File: src/rtl/matrix_mem_pkg.sv
// matrix_mem_pkg
//   Shared types and helpers for the matrix memory responder.
//   - state_t   : controller states (CLEAR is only reachable when the
//                 MATRIX_MEM_CLEAR_EN macro is defined)
//   - MAX_DIM   : largest supported row/column count
//   - ADDR_WIDTH: width of the engine row/column addresses
//   - lin_idx() : row-major linear index (row*cols + col)
package matrix_mem_pkg;

    localparam int MAX_DIM    = 16;
    localparam int ADDR_WIDTH = 4;
    localparam int IDX_WIDTH  = 2 * ADDR_WIDTH;

    typedef enum logic [1:0] {
        ST_CLEAR = 2'd0,
        ST_IDLE  = 2'd1,
        ST_LOAD  = 2'd2,
        ST_DUMP  = 2'd3
    } state_t;

    function automatic logic [IDX_WIDTH-1:0] lin_idx(
        input logic [ADDR_WIDTH-1:0] row,
        input logic [ADDR_WIDTH-1:0] col,
        input int                    cols
    );
        return IDX_WIDTH'(int'(row) * cols + int'(col));
    endfunction

endpackage

File: src/rtl/matrix_mem_array.sv
// matrix_mem_array
//   Single-port matrix store with a registered read port. A read and a
//   write in the same cycle return the old contents (read-before-write).
//   The read register only updates when i_re is high, so it holds its
//   value otherwise.
// Ports:
//   clk      : clock
//   i_we     : write enable
//   i_re     : read enable
//   i_addr   : linear element address
//   i_wdata  : write data
//   o_rdata  : registered read data
module matrix_mem_array #(
    parameter int DATA_WIDTH = 8,
    parameter int AW         = 8
) (
    input  logic                  clk,
    input  logic                  i_we,
    input  logic                  i_re,
    input  logic [AW-1:0]         i_addr,
    input  logic [DATA_WIDTH-1:0] i_wdata,
    output logic [DATA_WIDTH-1:0] o_rdata
);

    logic [DATA_WIDTH-1:0] r_mem [2**AW];

    always_ff @(posedge clk) begin
        if (i_re) begin
            o_rdata <= r_mem[i_addr];
        end
        if (i_we) begin
            r_mem[i_addr] <= i_wdata;
        end
    end

endmodule

File: src/rtl/matrix_mem_responder.sv
// matrix_mem_responder
//   Memory-side responder for one matrix port of the matrix multiplier.
//   Engine port: 1-cycle registered reads, writes, range/busy error pulses.
//   Host port: row-major streaming load (valid/ready in) and dump
//   (valid/ready out with a 2-deep prefetch pipeline for full throughput).
//   Optional feature: define MATRIX_MEM_CLEAR_EN to zero the whole store
//   after every reset (block stays busy for ROWS*COLS cycles).
// Ports:
//   clk, reset (sync, active-high)
//   en_ReadMat/en_WriteMat/rowAddr/colAddr/writeData -> readData,
//     addrError, accessDenied
//   load_start, host_in_valid/host_in_ready/host_in_data
//   dump_start, host_out_valid/host_out_ready/host_out_data/host_out_last
//   busy, done
//
// state    | meaning
// ---------+-----------------------------------------------
// ST_CLEAR | zeroing the store after reset (macro builds)
// ST_IDLE  | serving engine reads/writes, waiting for host
// ST_LOAD  | accepting host elements in row-major order
// ST_DUMP  | streaming elements to the host in row-major order
module matrix_mem_responder
    import matrix_mem_pkg::*;
#(
    parameter int DATA_WIDTH = 8,
    parameter int ROWS       = 16,
    parameter int COLS       = 16
) (
    input  logic                  clk,
    input  logic                  reset,
    input  logic                  en_ReadMat,
    input  logic                  en_WriteMat,
    input  logic [ADDR_WIDTH-1:0] rowAddr,
    input  logic [ADDR_WIDTH-1:0] colAddr,
    input  logic [DATA_WIDTH-1:0] writeData,
    output logic [DATA_WIDTH-1:0] readData,
    output logic                  addrError,
    output logic                  accessDenied,
    input  logic                  load_start,
    input  logic                  dump_start,
    input  logic                  host_in_valid,
    output logic                  host_in_ready,
    input  logic [DATA_WIDTH-1:0] host_in_data,
    output logic                  host_out_valid,
    input  logic                  host_out_ready,
    output logic [DATA_WIDTH-1:0] host_out_data,
    output logic                  host_out_last,
    output logic                  busy,
    output logic                  done
);

    localparam int AW = (ROWS * COLS > 1) ? $clog2(ROWS * COLS) : 1;

    state_t                r_state, w_state_nxt;
    logic [ADDR_WIDTH-1:0] r_row, r_col;
    logic                  r_issue_done, r_p1_vld, r_p1_last;
    logic                  r_rd_sel;
    logic [DATA_WIDTH-1:0] r_rd_hold;
    logic                  r_addr_err, r_acc_den, r_done;
    logic                  r_out_valid, r_out_last;
    logic [DATA_WIDTH-1:0] r_out_data;

    logic                  w_eng_req, w_oor, w_last_pos, w_load_hs;
    logic                  w_out_adv, w_issue, w_cnt_adv, w_cnt_clr, w_done_nxt;
    logic                  w_ram_we, w_ram_re;
    logic [AW-1:0]         w_ram_addr;
    logic [DATA_WIDTH-1:0] w_ram_wdata, w_ram_rdata;

    assign w_eng_req  = en_ReadMat | en_WriteMat;
    assign w_oor      = (int'(rowAddr) >= ROWS) || (int'(colAddr) >= COLS);
    assign w_last_pos = (r_row == ADDR_WIDTH'(ROWS - 1)) && (r_col == ADDR_WIDTH'(COLS - 1));
    assign w_load_hs  = (r_state == ST_LOAD) && host_in_valid;
    // Output register can take a new element when empty or being consumed.
    assign w_out_adv  = !r_out_valid || host_out_ready;
    // Issue a RAM read only when the prefetch stage will have room for it;
    // the RAM read register holds its value while no read is issued.
    assign w_issue    = (r_state == ST_DUMP) && !r_issue_done && (!r_p1_vld || w_out_adv);

    assign busy           = (r_state != ST_IDLE);
    assign host_in_ready  = (r_state == ST_LOAD);
    assign host_out_valid = r_out_valid;
    assign host_out_data  = r_out_data;
    assign host_out_last  = r_out_last;
    assign addrError      = r_addr_err;
    assign accessDenied   = r_acc_den;
    assign done           = r_done;
    // The RAM read register is shared with the dump path, so engine read
    // data is taken from it only in the cycle right after an engine read
    // and is held in r_rd_hold from then on.
    assign readData       = r_rd_sel ? w_ram_rdata : r_rd_hold;

    always_ff @(posedge clk) begin
        if (reset) begin
`ifdef MATRIX_MEM_CLEAR_EN
            r_state <= ST_CLEAR;
`else
            r_state <= ST_IDLE;
`endif
        end else begin
            r_state <= w_state_nxt;
        end
    end

    always_comb begin
        w_state_nxt = r_state;
        w_cnt_adv   = 1'b0;
        w_cnt_clr   = 1'b0;
        w_done_nxt  = 1'b0;
        case (r_state)
`ifdef MATRIX_MEM_CLEAR_EN
            ST_CLEAR: begin
                w_cnt_adv = 1'b1;
                if (w_last_pos) begin
                    w_state_nxt = ST_IDLE;
                    w_cnt_clr   = 1'b1;
                end
            end
`endif
            ST_IDLE: begin
                if (load_start) begin
                    w_state_nxt = ST_LOAD;
                    w_cnt_clr   = 1'b1;
                end else if (dump_start) begin
                    w_state_nxt = ST_DUMP;
                    w_cnt_clr   = 1'b1;
                end
            end
            ST_LOAD: begin
                if (w_load_hs) begin
                    w_cnt_adv = 1'b1;
                    if (w_last_pos) begin
                        w_state_nxt = ST_IDLE;
                        w_done_nxt  = 1'b1;
                    end
                end
            end
            ST_DUMP: begin
                w_cnt_adv = w_issue;
                if (r_out_valid && host_out_ready && r_out_last) begin
                    w_state_nxt = ST_IDLE;
                    w_done_nxt  = 1'b1;
                end
            end
            default: w_state_nxt = ST_IDLE;
        endcase
    end

    always_comb begin
        w_ram_we    = 1'b0;
        w_ram_re    = 1'b0;
        w_ram_addr  = AW'(lin_idx(r_row, r_col, COLS));
        w_ram_wdata = host_in_data;
        case (r_state)
            ST_CLEAR: begin
                w_ram_we    = 1'b1;
                w_ram_wdata = '0;
            end
            ST_IDLE: begin
                w_ram_addr  = AW'(lin_idx(rowAddr, colAddr, COLS));
                w_ram_we    = en_WriteMat && !w_oor;
                w_ram_re    = en_ReadMat && !w_oor;
                w_ram_wdata = writeData;
            end
            ST_LOAD:  w_ram_we = w_load_hs;
            ST_DUMP:  w_ram_re = w_issue;
            default:  w_ram_we = 1'b0;
        endcase
        if (reset) begin
            w_ram_we = 1'b0;
            w_ram_re = 1'b0;
        end
    end

    always_ff @(posedge clk) begin
        if (reset) begin
            r_row <= '0;
            r_col <= '0;
        end else if (w_cnt_clr) begin
            r_row <= '0;
            r_col <= '0;
        end else if (w_cnt_adv) begin
            if (w_last_pos) begin
                r_row <= '0;
                r_col <= '0;
            end else if (r_col == ADDR_WIDTH'(COLS - 1)) begin
                r_col <= '0;
                r_row <= r_row + 1'b1;
            end else begin
                r_col <= r_col + 1'b1;
            end
        end
    end

    always_ff @(posedge clk) begin
        if (reset) begin
            r_addr_err   <= 1'b0;
            r_acc_den    <= 1'b0;
            r_done       <= 1'b0;
            r_rd_sel     <= 1'b0;
            r_rd_hold    <= '0;
            r_issue_done <= 1'b0;
            r_p1_vld     <= 1'b0;
            r_p1_last    <= 1'b0;
            r_out_valid  <= 1'b0;
            r_out_last   <= 1'b0;
            r_out_data   <= '0;
        end else begin
            r_addr_err <= w_eng_req && (r_state == ST_IDLE) && w_oor;
            r_acc_den  <= w_eng_req && (r_state != ST_IDLE);
            r_done     <= w_done_nxt;
            r_rd_sel   <= en_ReadMat && (r_state == ST_IDLE) && !w_oor;
            r_rd_hold  <= (en_ReadMat && (r_state == ST_IDLE) && w_oor) ? '0 : readData;

            if (w_cnt_clr) begin
                r_issue_done <= 1'b0;
                r_p1_vld     <= 1'b0;
            end else if (w_issue) begin
                r_p1_vld  <= 1'b1;
                r_p1_last <= w_last_pos;
                if (w_last_pos) begin
                    r_issue_done <= 1'b1;
                end
            end else if (w_out_adv) begin
                r_p1_vld <= 1'b0;
            end

            if ((r_state == ST_DUMP) && w_out_adv) begin
                r_out_valid <= r_p1_vld;
                if (r_p1_vld) begin
                    r_out_data <= w_ram_rdata;
                    r_out_last <= r_p1_last;
                end else begin
                    r_out_last <= 1'b0;
                end
            end
        end
    end

    matrix_mem_array #(
        .DATA_WIDTH (DATA_WIDTH),
        .AW         (AW)
    ) u_array (
        .clk     (clk),
        .i_we    (w_ram_we),
        .i_re    (w_ram_re),
        .i_addr  (w_ram_addr),
        .i_wdata (w_ram_wdata),
        .o_rdata (w_ram_rdata)
    );

endmodule

File: config.mk
export PLATFORM = sky130hd
export DESIGN_NAME = matrix_mem_responder
export DESIGN_NICKNAME = d
export VERILOG_FILES = /design/src/rtl/matrix_mem_pkg.sv /design/src/rtl/matrix_mem_array.sv /design/src/rtl/matrix_mem_responder.sv
export SDC_FILE = /design/constraint.sdc
export NUM_CORES = 2
export LEC_CHECK = 0
export CORE_ASPECT_RATIO = 1.5
export CORE_MARGIN = 3
export CORE_UTILIZATION = 50
export CTS_CLUSTER_DIAMETER = 60
export DETAILED_ROUTE_END_ITERATION = 10
export GPL_ROUTABILITY_DRIVEN = 1
export PLACE_DENSITY = 0.65
export SYNTH_ARGS = -nofsm -noshare
export SYNTH_HDL_FRONTEND = slang
export SYNTH_SLANG_ARGS = --single-unit
File: constraint.sdc
create_clock -name clk -period 13.2 [get_ports clk]
set_input_delay 2.64 -clock clk [delete_from_list [all_inputs] [get_ports clk]]
set_output_delay 2.64 -clock clk [all_outputs]
set_load 0.005 [all_outputs]
# Yosys cells after proc, flatten, opt, wreduce, memory -nomap -nowiden
# Memories as Yosys holds them, arrays and structs flattened. A register that Yosys moved wholly into a read port is not among the register bits.
# Index checks and enable logic that the tools add are counted.
# classes
add_sub_neg,4
n_eq_ne,10
mux,31
bitwise,2
reduce_logical,23
# op_table
cell,n
adder 8 x 4 -> 8 bit,2
two-way mux 4 bit,4
two-way mux 8 bit,2
case mux 8 bit (2 select lines),1
two-way mux 1 bit,14
two-way mux 2 bit,5
logical AND 1 bit,9
"adder 4 x 1 -> 4 bit, second input constant",2
"== test 4 bit, second input constant",2
"inequality test 2 x 1 -> 1 bit, second input constant",4
AND reduction 2 bit,4
case mux 1 bit (2 select lines),3
case mux 2 bit (3 select lines),1
"== test 2 bit, second input constant",2
AND reduction 4 bit,1
nonzero test 2 bit,2
logical NOT 1 bit,3
"inequality test 3 bit, second input constant",1
case mux 1 bit (3 select lines),1
"== test 2 x 1 -> 1 bit, second input constant",1
logical NOT 2 bit,1
logical OR 1 bit,2
OR reduction 2 bit,1
NOT 1 bit,1
OR 1 bit,1
# totals
ff_bits,34
mem_bits_rw,2048
in_bits,32
elab_cells,84
memories,1
# memory_table
memory,depth,width,read_ports,rd_ports_with_merged_regs,wr,line_no,rtl
u_array.r_mem,256,8,1,1,1,matrix_mem_array.sv:25,logic [DATA_WIDTH-1:0] r_mem [2**AW];

# Longest topological paths before layout
# depth
word_depth,6
mapped_depth,14
ltp_nobuf,9

# Modules after synthesis
# From an unflattened synthesis, not the netlist that was laid out.
# hier_totals
hier_cells,3737
area_unflattened_um2,80196.9
# modules_own_cells
module,instances,cells_per_inst,area_per_inst_um2,seq_area_each_um2
matrix_mem_array,1,3547,78572.9,61739.2
matrix_mem_responder,1,190,1624.1,680.7

# Least setup slack after synthesis
# Ideal clock, no wire load.
# synth_path
path_type,in2reg
start,in host_in_data[0]
end,"mem u_array.r_mem[0][0], data pin"
setup_time_ps,864
arrival_ps,5883
setup_slack_ps,6452
path_stages,1
n_path_buf,0
cell_sequence,a22o_1
# synth_between
elab_chain_cells,1
# synth_rtl
element,line_no,rtl
start: declaration,matrix_mem_responder.sv:43,"input logic [DATA_WIDTH-1:0] host_in_data,"
case mux 8 bit (2 select lines),matrix_mem_responder.sv:153,case (r_state)
end: declaration,matrix_mem_array.sv:25,
# Every way passes these cells.

# Worst setup path in the final report
# layout_path
start,in colAddr[1]
end,"mem u_array.r_mem[196][1], enable pin"
# layout_between
elab_chain_cells,2
# layout_rtl
element,line_no,rtl
start: declaration,matrix_mem_responder.sv:34,"input logic [ADDR_WIDTH-1:0] colAddr,"
adder 8 x 4 -> 8 bit,matrix_mem_pkg.sv:26,return IDX_WIDTH'(int'(row) * cols + int'(col));
two-way mux 8 bit,matrix_mem_responder.sv:153,
# Every way passes these cells.

==> metrics.sh <==
GR-USAGE-ALL-LAYERS_PCT=25.1
POSTCTSSETUPREPAIRBUFS=0
LAYOUT_SETUP_WS_NS=6.01
SETUP-VIOLATIONS-FINAL=0
TIGHTESTPINTRANSITION_NS=1.25
SYNTH_SEQUENTIAL_AREA_RATIO_PCT=80.7
P_SWITCHING_mW=3.23
GLOBALROUTEOVERFLOWTOTAL=0
MULTIINPUTGATEAREA_SQ_UM=13600
NUM-NETS-FINAL=4290
TIMING_HOLD_VIOLATIONS_FINAL=0
TOP_CELL_TYPE_BY_TOTAL_AREA_AFTER_SYNTHESIS='sky130_fd_sc_hd__edfxtp_1'
AREA_OVERHEAD_OF_THE_LAYOUT_RELATIVE_TO_SYNTHESIS_PCT=10.5
TRITONCTS.NUM_BUFFERS=173
CAP_VIOL_MAX_COUNT=0
WORSTSETUPENDPOINTTYPE='register'
WORST-ENDPOINT-REQUIRED_NS=13.63
PATH_BUF_INV=3
DRCVIOLATIONCOUNT=0
DIE_Y_UM=488
TIMING_MAX_TRANSITION_VIOLATIONS_FINAL=0
GRT_START_MAX_NET_PINS=174
ROUTE.VIAS.TOTAL=42800
CTS-RESIZED-GATES=0
SLEW_HEADROOM_PCT=16.5
PLACE_WS_NS=5.36
TOTAL_POWER_mW=13.9
TOTALNEGATIVESETUPSLACK_NS=0
LAYOUT.CELLS.NON_FILLER=6448
CRIT-REG2REG-LAUNCH='r_state[1]'
CLOCK_LATENCY_NS=0.80
N_FILL_CELL=11600
SW_FRAC_OF_TOTAL_PCT=23.2
PATH_CELLS='clkdlybuf4s50_1, or4b_2, o31ai_4, buf_12, buf_4, and2b_1, nand2_2, nor2_1'
DRT-VIAS-PER-INSTANCE=6.63
MIN_PERIOD_OVER_PERIOD_PCT=54.5
FINISH.INSTANCE_AREA_SQ_UM=85500
CLK_PIN_SLEW_WORST_PATHS_NS=0.07
CLK_ROOT_BUFFER_CELL='sky130_fd_sc_hd__clkbuf_16'
RSZ0062_AT_GRT='false'
CLKSINKCOUNT=2090
GRT_ANTENNA_BEFORE_REPAIR=2
SYN-INSTANCE-COUNT=4269
CRITICAL-PATH-TOP-DELAY-FAMILY='simple AND/OR/NAND/NOR gates'
STARTPOINT='colAddr[1]'
MAX-VDD-IR-DROP_mV=0.128
HIGHEST_FANOUT_SEEN_ON_THE_CRITICAL_PATH=120
CRITPATHCAPTURE='u_array.r_mem[196][1]'
DPL-INSTANCE-AREA_SQ_UM=79900
WORST_PATH_LARGEST_CELL_DELAY_NS=0.92
CORE-AREA_SQ_UM=153000
DIE_W_UM=327
PORT_BUFFERS=53
WORSTHOLDPATHTYPE='register to register'
TIMING.SETUP.CRITICAL_PATH_CLASS='primary input to register'
DP_HPWL_MM=119
SLOWEST_STAGE='sky130_fd_sc_hd__buf_4'
ANT_NETS=0
IOS=55
DRIVE_GT1_SHARE_PCT=8.51
POWER_FRAC_COMB_PCT=9.4
EFFECTIVE_UTILIZATION_AT_FLOORPLAN_PCT=50.4
FMAXACHIEVABLE_GHz=0.139
AVGROUTEDWIREPERCELL_UM=31.4
SYN_AREA_SQ_UM=77400
FINALCRITICALPERIOD_NS=7.19
HOLDBUFCOUNTCTS=0
SYNTH-SEQ-CELLS=2090
POWER_DENSITY_nW_PER_UM2=163
TOTAL_ROUTED_WIRELENGTH_MM=203
HTREE_NUM_LEVELS=4
ARRIVAL_NS=7.62
DIE_AREA_SQ_UM=160000
ASYNC_FLOP_SHARE_PCT=0
SHARE_SEQ_OF_TOTAL_POWER_PCT=53.9
YOSYSTOPAREACELLSHARE_PCT=79.8
GRT_PASS1_VIAS=42400
DRT-PASS1-ITER-COUNT=6
SYNTH_CELL_TYPES=55
AVERAGE_SIZE_OF_A_MAPPED_CELL_SQ_UM=18.1
MAPPEDNETLISTNETS=4303
FINALWEIGHTEDCONGESTION=0.872
FINAL.SETUP_SKEW_NS=0.0228
REGAREA_SQ_UM=62400
R2R-END='u_array.r_mem[196][1]'
CTS-ROOT-TO-SINK-BUFFERS=3
FLOORPLAN.ROWS=176
SYNTH.AREA.TOP_CELLS='sky130_fd_sc_hd__edfxtp_1, sky130_fd_sc_hd__a22o_1, sky130_fd_sc_hd__a221oi_1'
GLOBAL_ROUTE_WIRE_LENGTH_BEFORE_REPAIR_MM=293
SYNTH-EDFF-COUNT=2056
FINAL_CORE_UTILIZATION_PCT=55.7
PLACE_INST=6128
DOMINANT_REGISTER_CELL_IN_THE_SYNTHESIZED_NETLIST='sky130_fd_sc_hd__edfxtp_1'
TRITONCTS='done'
OUTCOME='complete, no violations'
WORST_SETUP_PATH_START_KIND='primary input'
DR.FIRST_ITER.DRC_COUNT=4939
CP_NUM_CELLS=8
CELLLEAKAGEPOWER_nW=26.0
FINAL.HOLD.WORST_SLACK_NS=0.457
SYNTH_WARNINGS=0
SETUP.REG_TO_REG.WORST_SLACK_NS=7.35
WORSTREGTOREGCELLS=8
INTERNAL_POWER_mW=10.7
P_CLK_SHARE_PCT=36.6
[worst min-delay path by stage]
stage / startpoint / to / slack [ns] / cells after the start
floorplan: r_p1_last / r_p1_last / 0.44 / 2
global placement: host_out_data[1] / host_out_data[1] / 0.45 / 2
finish: host_out_data[4] / host_out_data[4] / 0.46 / 2
detailed placement: host_out_data[0] / host_out_data[0] / 0.45 / 2
global route: r_p1_last / r_p1_last / 0.48 / 2
CTS: host_out_data[0] / host_out_data[0] / 0.46 / 2
[per-layer routing]
metal  routed length, um  vias up  track usage (%)
met3               14300      423             3.71
li1                    -    18200                -
met2              105000     2041             43.9
met5                   0        -                0
met1               73500    22100             30.9
met4               10000        0             11.8
[tightest hold or removal path, stage by stage, from the launching register on]
cell and delay (ns):
sky130_fd_sc_hd__dfxtp_1 0.31, sky130_fd_sc_hd__nand2_1 0.05, sky130_fd_sc_hd__a21oi_1 0.05
[Yosys cell counts (all sizes together), types with 2 or more instances]
| cell | number |
|---|---|
| edfxtp | 2056 |
| a22o | 520 |
| a221oi | 512 |
| nor2 | 266 |
| o22ai | 256 |
| clkbuf | 195 |
| buf | 128 |
| nand2 | 83 |
| nor4 | 64 |
| a21oi | 34 |
| dfxtp | 34 |
| nor2b | 15 |
| nand3 | 13 |
| o21ai | 10 |
| a2111o | 8 |
| a21boi | 8 |
| mux2 | 8 |
| o31ai | 8 |
| inv | 6 |
| or3 | 4 |
| xnor2 | 4 |
| a31o | 3 |
| nand3b | 3 |
| nor3 | 3 |
| nor3b | 3 |
| ha | 2 |
| nand2b | 2 |
| nand4 | 2 |
| o21bai | 2 |
[logic make-up (layout without fill, tap and decap cells)]
group	after synthesis	in the layout	synth area share, %
buffers and inverters	329	457	1.87
adders and majority gates	2	2	0.0323
other	1	5	0.00485
xor gates and xnor gates	5	5	0.0566
and+or+nand+nor	464	464	2.63
muxes	9	9	0.134
AOI/OAI and AO/OA	1369	1369	14.6
DFF	2090	2090	80.7
[area by class of cell]
| cell class | instances | area share, % |
|---|---|---|
| Tap cell | 2047 | 3.00 |
| Sequential cell | 2090 | 73.0 |
| Antenna cell | 4 | 0.0117 |
| Clock buffer | 223 | 5.48 |
| Clock inverter | 93 | 1.04 |
| Timing Repair Buffer | 135 | 1.47 |
| Inverter | 6 | 0.0293 |
| Multi-Input combinational cell | 1850 | 16.0 |
[layout by cell type, fill, tap and decap left out, types with 27 or more instances in the layout]
| cell type | instances |
|---|---|
| sky130_fd_sc_hd__a21oi_1 | 34 |
| sky130_fd_sc_hd__a221oi_1 | 496 |
| sky130_fd_sc_hd__a22o_1 | 512 |
| sky130_fd_sc_hd__buf_4 | 73 |
| sky130_fd_sc_hd__clkbuf_1 | 41 |
| sky130_fd_sc_hd__clkbuf_16 | 180 |
| sky130_fd_sc_hd__clkdlybuf4s50_1 | 53 |
| sky130_fd_sc_hd__clkinv_1 | 40 |
| sky130_fd_sc_hd__clkinv_2 | 27 |
| sky130_fd_sc_hd__dfxtp_1 | 34 |
| sky130_fd_sc_hd__edfxtp_1 | 2056 |
| sky130_fd_sc_hd__nand2_1 | 70 |
| sky130_fd_sc_hd__nor2_1 | 266 |
| sky130_fd_sc_hd__nor4_1 | 64 |
| sky130_fd_sc_hd__o22ai_1 | 256 |
[state kept, by name, summed over array words and instances, names as in the netlist]
name             count
u_array.r_mem     2048
host_out_data        8
r_rd_hold            8
u_array.o_rdata      8
r_col                4
r_row                4
r_state              2
accessDenied         1
done                 1
host_out_last        1
host_out_valid       1
r_issue_done         1
r_p1_last            1
r_p1_vld             1
r_rd_sel             1
[power by group through the flow]
stage	combinational (mW)	sequential (mW)	clock (mW)
final	1.31	7.50	5.10
after global routing	1.39	7.50	5.39
after CTS	1.31	7.50	5.15
after detailed placement	1.31	7.65	0
after global placement	1.29	7.65	0
after floorplan	0.775	7.70	0
Note: power is estimated with default switching activity, not from simulation.
